<file path="src/rtl/ascon_permutation_sequencer.sv">
// ASCON permutation sequencer: steps the round datapath one round per cycle
// for p^a / p^b and drives round index, state mux select and state enable.
//
// Ports:
//   clock_i, reset_i : clock, synchronous active-high reset
//   start_i, mode_i  : permutation request (0 = p^a, 1 = p^b), ready_o handshake
//   round_o          : round index to the constant-addition stage
//   sel_state_o      : 0 = external state, 1 = state-register feedback
//   en_state_o       : state-register load enable
//   first_round_o    : cycle computes the first round
//   last_round_o     : cycle computes round 11
//   done_o           : permuted state valid on the state register
module ascon_permutation_sequencer #(
  parameter int ROUNDS_A = 12,
  parameter int ROUNDS_B = 6
) (
  input  logic       clock_i,
  input  logic       reset_i,
  input  logic       start_i,
  input  logic       mode_i,
  output logic       ready_o,
  output logic [3:0] round_o,
  output logic       sel_state_o,
  output logic       en_state_o,
  output logic       first_round_o,
  output logic       last_round_o,
  output logic       done_o
);

  if (ROUNDS_A < 1 || ROUNDS_A > 12) begin : g_bad_a
    $fatal(1, "ROUNDS_A must be in 1..12");
  end
  if (ROUNDS_B < 1 || ROUNDS_B > ROUNDS_A) begin : g_bad_b
    $fatal(1, "ROUNDS_B must be in 1..ROUNDS_A");
  end

  localparam logic [1:0] IDLE = 2'd0;
  localparam logic [1:0] RUN  = 2'd1;
  localparam logic [1:0] DONE = 2'd2;

  localparam logic [3:0] START_A = 4'(12 - ROUNDS_A);
  localparam logic [3:0] START_B = 4'(12 - ROUNDS_B);
  localparam logic [3:0] LAST    = 4'd11;

  logic [1:0] state_q;
  logic [1:0] state_d;
  logic [3:0] cnt_q;
  logic [3:0] cnt_d;
  logic [3:0] start_round;

  // The counter alone carries the latched mode: it starts at the
  // mode's first round and always runs up to LAST.
  assign start_round = mode_i ? START_B : START_A;

  always_comb begin
    state_d       = IDLE;
    cnt_d         = 4'd0;
    ready_o       = 1'b0;
    round_o       = 4'd0;
    sel_state_o   = 1'b0;
    en_state_o    = 1'b0;
    first_round_o = 1'b0;
    last_round_o  = 1'b0;
    done_o        = 1'b0;

    unique case (1'b1)
      (state_q == IDLE): begin
        ready_o = 1'b1;
        round_o = start_round;
      end
      (state_q == DONE): begin
        ready_o     = 1'b1;
        round_o     = start_round;
        sel_state_o = 1'b1;
        done_o      = 1'b1;
      end
      (state_q == RUN): begin
        sel_state_o = 1'b1;
        en_state_o  = 1'b1;
        round_o     = cnt_q;
        if (cnt_q >= LAST) begin
          last_round_o = 1'b1;
          state_d      = DONE;
        end else begin
          state_d = RUN;
          cnt_d   = cnt_q + 4'd1;
        end
      end
      default: begin
        state_d = IDLE;
      end
    endcase

    // Acceptance is identical from IDLE and DONE: the first round
    // always runs on the external state.
    if (ready_o && start_i) begin
      sel_state_o   = 1'b0;
      en_state_o    = 1'b1;
      first_round_o = 1'b1;
      if (start_round >= LAST) begin
        last_round_o = 1'b1;
        state_d      = DONE;
      end else begin
        state_d = RUN;
        cnt_d   = start_round + 4'd1;
      end
    end
  end

  always_ff @(posedge clock_i) begin
    if (reset_i) begin
      state_q <= IDLE;
      cnt_q   <= 4'd0;
    end else begin
      state_q <= state_d;
      cnt_q   <= cnt_d;
    end
  end

endmodule

</file>
<file path="config.mk">
export PLATFORM = sky130hd
export DESIGN_NAME = ascon_permutation_sequencer
export DESIGN_NICKNAME = d
export VERILOG_FILES = /design/src/rtl/ascon_permutation_sequencer.sv
export SDC_FILE = /design/constraint.sdc
export NUM_CORES = 1
export LEC_CHECK = 0
export BUFFER_PORTS_ARGS = -buffer_cell sky130_fd_sc_hd__buf_4
export CAP_MARGIN = 20
export CORE_AREA = 4 4 41 43
export CTS_CLUSTER_SIZE = 25
export DETAILED_ROUTE_END_ITERATION = 10
export DIE_AREA = 0 0 45 47
export PLACE_DENSITY_LB_ADDON = 0.1
export SETUP_SLACK_MARGIN = 0.4
export SLEW_MARGIN = 25
export SYNTH_ARGS = -nofsm -noshare
export SYNTH_HDL_FRONTEND = slang
export SYNTH_SLANG_ARGS = --single-unit
export TNS_END_PERCENT = 20
</file>
<file path="constraint.sdc">
create_clock -name clock_i -period 1.7 [get_ports clock_i]
set_input_delay 0.085 -clock clock_i [delete_from_list [all_inputs] [get_ports clock_i]]
set_output_delay 0.085 -clock clock_i [all_outputs]
set_load 0.01 [all_outputs]
</file>
# Word level (Yosys, flattened, before mapping)
# Index checks and enable logic that the tools add are counted.
[word_totals]
regBits = 6
inputBits = 4
output_inout_bits = 10
word_cells = 33
[classes]
n_addsub = 2
magnitude_cmp = 2
n_eq_ne = 2
mux = 21
n_reduce_logical = 4
[ops]
columns = ["operator", "n"]
rows = [
  ["$mux 4", 4],
  ["$mux 1", 11],
  ["$mux 2", 4],
  ["$pmux 4 s2", 1],
  ["$add 3x1->4 const B", 1],
  ["$add 4x1->4 const B", 1],
  ["$ge 3x4->1 const B", 1],
  ["$ge 4x4->1 const B", 1],
  ["$reduce_or 2->1", 2],
  ["$mux 3", 1],
  ["$eq 2x1->1 const B", 1],
  ["$eq 2x2->1 const B", 1],
  ["$logic_not 2->1", 1],
  ["$logic_and 1x1->1", 1],
]

# Depth between registers and ports, before layout
# Gate-level depths: netlist of the first run.
[depth]
ltp_word = 5
mapped_depth = 5
mapped_depth_nobuf = 5

# Least setup slack after synthesis of the first run
# Ideal clock, no wire load.
[synth_timing]
kind = "reg-to-reg"
start = "reg state_q[0]"
end = "reg cnt_q[2]"
setup_time_ns = 0.084
t_arrival_ns = 1.205
required_time_ns = 1.616
setup_slack_ns = 0.410
stages_incl_launch_ff = 6
n_path_buf = 0
synth_period_minus_slack_ns = 1.290
cell_sequence = "dfxtp_1 inv_1 ha_1 o21ai_2 nand3b_2 o31ai_2"
[synth_via]
elab_chain_len = 5
elab_cells_between_ends = 9
cone_classes = "2 x eq/ne; 4 x mux; 3 x reduce/logical"
[synth_lines]
columns = ["item", "line", "source"]
rows = [
  ["from (decl)", "45", "logic [1:0] state_q;"],
  ["from (signal assigned)", "115", "state_q <= state_d;"],
  ["$eq 2x2->1 / $logic_not 2->1 (equally long branches)", "71, 67", ""],
  ["$reduce_or 2->1 (no source line)", "n/a", ""],
  ["$mux 1", "66", "unique case (1'b1)"],
  ["$logic_and 1x1->1", "96", "if (ready_o && start_i) begin"],
  ["$mux 4 *", "96", ""],
  ["to (signal assigned)", "116", "cnt_q <= cnt_d;"],
  ["to (decl)", "47", "logic [3:0] cnt_q;"],
]
# Every way passes the cells marked *; elsewhere a longest branch is shown, timed or not.
# A chain may end at the register's enable or synchronous reset.

# Worst setup path after layout of the first run
[layout_timing]
start = "reg state_q[0]"
end = "out en_state_o"
[layout_via]
elab_chain_len = 5
elab_cells_between_ends = 8
cone_classes = "2 x eq/ne; 3 x mux; 3 x reduce/logical"
[layout_lines]
columns = ["item", "line", "source"]
rows = [
  ["$eq 2x2->1 / $logic_not 2->1 (equally long branches)", "71, 67", ""],
  ["$reduce_or 2->1 (no source line)", "n/a", ""],
  ["$mux 1", "66", ""],
  ["$logic_and 1x1->1", "96", ""],
  ["$mux 1 *", "96", ""],
  ["to (decl)", "24", "output logic en_state_o,"],
]
# Marked as above.

==> results of run 1 <==
==> flip-flops by register name, summed over array words and instances, names as in the netlist <==
signal and cells:
state_q 2, cnt_q 4
==> worst max-delay path by stage <==
| stage | end | slack [ns] | cells past startpoint |
|---|---|---|---|
| final | en_state_o | 0.26 | 5 |
| after global routing | en_state_o | 0.20 | 5 |
| after CTS | en_state_o | 0.26 | 5 |
| after detailed placement | cnt_q[2] | 0.30 | 5 |
| after global placement | cnt_q[2] | 0.32 | 5 |
| after floorplan | cnt_q[2] | 0.41 | 5 |
==> Yosys cell counts <==
cell type / number
ha_1: 5
or2_2: 2
and2_1: 2
nand4b_1: 1
nand2_1: 5
dfxtp_1: 6
inv_1: 3
o22ai_1: 1
nand3b_2: 1
and2_2: 1
a21oi_1: 4
nor2_1: 2
or3b_1: 1
o21ai_2: 2
xnor2_1: 1
o21ai_0: 2
o31ai_2: 1
nor2b_1: 1
or2b_1: 1
==> timing repair <==
action                                  4_1_cts  5_1_grt
endpoints found under the setup margin       12       13
pin swaps                                     2        1
buffers inserted                              2        1
gates resized for setup                      13        7
==> stage by stage <==
stage,cells,hold slack (ns),setup WS [ns],area [µm²]
3_5_place_dp,70,0.2893,0.3024,486.7
6_report,76,0.02867,0.2569,609.3
2_1_floorplan,42,0.1541,0.4104,370.4
5_1_grt,76,0.02931,0.1971,609.3
3_3_place_gp,70,0.2981,0.3220,486.7
4_1_cts,75,0.02225,0.2610,570.5
==> kinds of logic (layout without fill, tap and decap cells) <==
logic type	after synthesis	in the layout	synth area share, %
xor+xnor	1	1	2.365
buf+inv	3	22	3.040
flops	6	6	32.43
compound gates	10	10	17.91
simple gates	17	17	27.37
fa+ha+maj	5	5	16.89
==> cell usage in the layout (no fill, tap or decap) <==
cell      count
nand2_1       5
xnor2_1       1
buf_4        14
o22ai_1       1
nor2b_4       1
and2_4        1
ha_4          3
dfxtp_4       2
a21oi_1       4
clkbuf_4      3
o21ai_2       1
o31ai_2       1
nand3b_2      1
nor2_1        1
inv_1         1
ha_1          2
o21ai_4       1
nand4b_1      1
and2_1        1
dfxtp_1       4
o21ai_0       2
buf_6         2
or2_2         2
and2_2        1
nor2_2        1
or3b_1        1
or2b_1        1
inv_4         2
==> critical path, stage by stage (launching register included) <==
cell     delay, ns
dfxtp_4       0.37
inv_4         0.05
ha_4          0.17
o21ai_4       0.16
or2b_1        0.25
buf_6         0.12
==> power breakdown <==
part	total (W)	internal [W]	switching, W
Sequential	0.000155	0.000147	0.00000867
Combinational	0.0000983	0.0000541	0.0000443
Clock	0.000131	0.0000798	0.0000508
Total	0.000384	0.000281	0.000104
==> final cells by class <==
| type | count | area [µm²] | share of cell area, % |
|---|---|---|---|
| Sequential cell | 6 | 127.6 | 20.94 |
| Inverter | 3 | 16.27 | 2.669 |
| Multi-Input combinational cell | 33 | 296.5 | 48.67 |
| Tap cell | 15 | 18.77 | 3.080 |
| Clock buffer | 3 | 22.52 | 3.696 |
| Timing Repair Buffer | 16 | 127.6 | 20.94 |
==> per-layer routing <==
metal  wire, µm  vias up  part of all wire [%]
met1        328      168                    35
met2        547        6                    59
met5          0        -                     0
li1           -      186                     -
met4         23        0                   2.5
met3         29        4                   3.1
==> impl_metrics.toml, run 1 <==
[critical_path]
r2r_end = "cnt_q[1]"
setup.worst_path.start = "state_q[0]"
worstReg2RegStart = "state_q[0]"
rrSetupSlack_ns = 0.38
cp.arrival_ns = 1.36
crit_type = "flip-flop to primary output"
rr_worst_depth = 6
cp-end-kind = "primary output"
crit_fanout = 4
cp-start-kind = "flip-flop"
required_ns = 1.62

[power_and_ir_drop]
p_leak_nw = 0.2590
power_density_nw_per_um2 = 630.8
peakVddDrop_uv = 282.5
power_w = 0.0003844

[place]
routabilityCongestion = 0.6846
dp_hpwl_um = 664.5
port_buffers = 13

[timing]
finClkSkew_ns = 0.004327
rsz0062_at_grt = "true"
setup_viol = 0
finalHoldViolCount = 0
max_freq_mhz = 693.0
period_minus_slack_ns = 1.443
relSlewSlack_pct = 77.73
report.final.slew_viol_count = 0
setup_tns_ns = 0
timing.final.crit_share_pct = 84.89
tightest_slew_ns = 0.3305

[synthesis]
yosys-top-cells-area = "dfxtp_1 (32%), ha_1 (17%), a21oi_1 (5.4%)"
yosysWarnings = 0
yosysTopAreaCell = "dfxtp_1"
yosysUniqueCellTypes = 19
syn_inst = 42
synth_nets = 51
synth_top_cell_area_share_pct = 32.43
avgSynthCellArea_um2 = 8.818
synthesis.area_um2 = 370.4
synth-seq-area-share_pct = 32.43
ys_seq_elements = 6

[cts]
htree_num_levels = 1
clock-sinks = 6
cts_buffers = 3
clockRootBuffer = "clkbuf_4"
clk_path_buf_depth = 2
clock_latency_ns = 0.24
cts_tree = "done"
ctsHoldBuffers = 0
cts.clk_slew.worst_paths_ns = 0.04

[grt]
grt_pass1_vias = 350
grt.overflow.total = 0
grtUsageMet1_pct = 10.02
grt_usage_pct = 10.43
grt_max_degree = 8
use_met3_pct = 3.448
antenna_found_initial = 0
grt_pass1_wl_um = 1504
use_met2_pct = 18.93
grt_busiest_layer = "met2"

[final_layout]
layout-drive-gt1-share_pct = 59.02
final_core_util_pct = 46.83
fin_nets = 72
fillers = 136
antennaDiodeCount = 0
area_growth_pct = 64.53

[drt]
post_drt_wl_per_cell_um = 12.22
drt.antenna.violating_nets = 0
drt-total-wl_um = 929
drc_errors = 0
drt_first_pass_iters = 2
drt_iter0_drc = 3
vias_per_cell = 4.789
vias = 364

[floorplanning]
rows = 13
fp.dieH_um = 47
die-area_um2 = 2115
initial_utilization_pct = 28.46
core-area_um2 = 1301
die_w_um = 45
ios = 14

[run_status]
run_status = "finished, final reports clean"

[min_path]
worst_hold_path_type = "input pin to flip-flop"
hp-start = "reset_i"
holdPathStages = 2
whs_endpoint = "state_q[0]"

[job]
cap_violations = 0
No activity file was read; power rests on OpenSTA's default activity.
==> run 2: changes to the inputs <==
==> constraint.sdc (replaced) <==
create_clock -name clock_i -period 1.15 [get_ports clock_i]
set_input_delay 0.0575 -clock clock_i [delete_from_list [all_inputs] [get_ports clock_i]]
set_output_delay 0.0575 -clock clock_i [all_outputs]
set_load 0.01 [all_outputs]
==> run 2 against run 1 <==
Power up 58%. Sequential share of layout area down 2.6 points. Cell area up 12%. Register-to-register slack worse by 0.48 ns. Combinational power up 88%. Largest power group unchanged. Sequential power up 45%. The flow now finishes with violations (setup timing). Non-clock buffer count up 8.
==> impl_metrics.toml, run 2 (synthesized netlist as in run 1, its figures left out) <==
[final_layout]
layout-drive-gt1-share_pct = 65.22
final_common_cell = "buf_4"
area_growth_pct = 84.12
layout_common_cells = "buf_4 (21), nand2_1 (5), dfxtp_1 (4)"
fillers = 129
largest_reg_flops = 4
fin_nets = 80
final_area_um2 = 681.9
antennaDiodeCount = 0
top_register = "cnt_q"
top_regs = "cnt_q (4), state_q (2)"

[timing]
finalHoldViolCount = 0
setup_viol = 14
layout_setup_ws_ns = -0.2688
report.final.slew_viol_count = 0
tightest_slew_ns = 0.1757
rsz0062_at_grt = "true"
timing.final.crit_share_pct = 123.4
period_minus_slack_ns = 1.419
relSlewSlack_pct = 88.20
max_freq_mhz = 704.8
finClkSkew_ns = 0.01148

[run_status]
run_status = "finished, violations left"
violations = "setup timing"

[place]
dp_slack_ns = -0.08968
routabilityCongestion = 0.6930
place_area_um2 = 600.6
port_buffers = 13
dp_hpwl_um = 719.7

[min_path]
worst_hold_path_type = "input pin to flip-flop"
whs_endpoint = "cnt_q[0]"
hp-start = "reset_i"
holdPathStages = 2

[drt]
vias_per_cell = 4.571
drt_first_pass_iters = 3
vias = 384
drt-total-wl_um = 890
drc_errors = 0
drt_iter0_drc = 4
drt.antenna.violating_nets = 0
post_drt_wl_per_cell_um = 10.60

[grt]
grt_max_degree = 8
grt_pass1_vias = 351
grt_usage_pct = 10.10
antenna_found_initial = 0
grt_pass1_wl_um = 1504
grt.overflow.total = 0

[floorplanning]
ios = 14
fp.dieH_um = 47
die_w_um = 45
die-area_um2 = 2115
initial_utilization_pct = 28.46
rows = 13
core-area_um2 = 1301

[cts]
clk_path_buf_depth = 2
clock_latency_ns = 0.25
cts_tree = "done"
cts.clk_slew.worst_paths_ns = 0.05
clock-sinks = 6
htree_num_levels = 1
cts_buffers = 3
clockRootBuffer = "clkbuf_4"

[critical_path]
rrSetupSlack_ns = -0.10
cp_slowest_cell = "dfxtp_4"
critPathTopFamily = "flip-flops"
rr_worst_depth = 6
cp-start-kind = "flip-flop"
path_cells = "inv_4 > ha_4 > o21ai_4 > or2b_1 > buf_6"
cp.arrival_ns = 1.36
r2r_end = "cnt_q[2]"
cp-end-kind = "primary output"
worstReg2RegStart = "state_q[1]"
required_ns = 1.09
critical-path-max-stage-delay_ns = 0.37
crit_fanout = 4
path_buf_inv = 2
crit_type = "flip-flop to primary output"

[power_and_ir_drop]
power_density_nw_per_um2 = 890.0
p_leak_nw = 0.3094
peakVddDrop_uv = 553.4

[job]
cap_violations = 0
run 2: final cells by class:
type	count	area [µm²]	share of cell area, %
Clock buffer	3	22.52	3.303
Inverter	3	16.27	2.385
Multi-Input combinational cell	33	309.0	45.32
Sequential cell	6	125.1	18.35
Tap cell	15	18.77	2.752
Timing Repair Buffer	24	190.2	27.89
run 2: worst max path at each step:
stage,startpoint,to,cells after the start
global route,state_q[0],en_state_o,5
CTS,state_q[1],en_state_o,5
global placement,state_q[1],en_state_o,5
floorplan,state_q[0],cnt_q[1],5
finish,state_q[1],en_state_o,5
detailed placement,state_q[1],en_state_o,5
run 2: layer usage:
layer	vias to the layer above	share of wire [%]	global-route usage [%]	wire [µm]
li1	202	-	-	-
met1	174	44	12.47	396
met2	8	51	15.54	455
met3	0	4.4	4.598	39
met4	0	0	3.509	0
met5	-	0	0	0
run 2: stage by stage:
step	utilization (%)	setup TNS, ns	total power (W)	hold slack [ns]	cells
2_1_floorplan	-	0	0.0003128	0.1192	42
3_3_place_gp	46.15	-0.1174	0.0003952	0.2563	79
3_5_place_dp	46.15	-0.1574	0.0003956	0.2540	79
4_1_cts	50.19	-2.260	0.0006093	0.05508	84
5_1_grt	52.40	-2.808	0.0006571	0.05190	84
6_report	52.40	-1.797	0.0006069	0.06074	84
run 2: where the power goes:
group | internal [W] | switching (W)
registers | 0.000217 | 0.00000692
clock network | 0.000118 | 0.0000791
logic | 0.000107 | 0.0000780
run 2: timing repair:
item                                   4_1_cts  5_1_grt
setup endpoints to repair                   16       16
gates resized for setup                      6        7
endpoints found under the hold margin        1        0
buffers inserted                             1        0
hold buffers                                 1        0
pin swaps                                    3        4
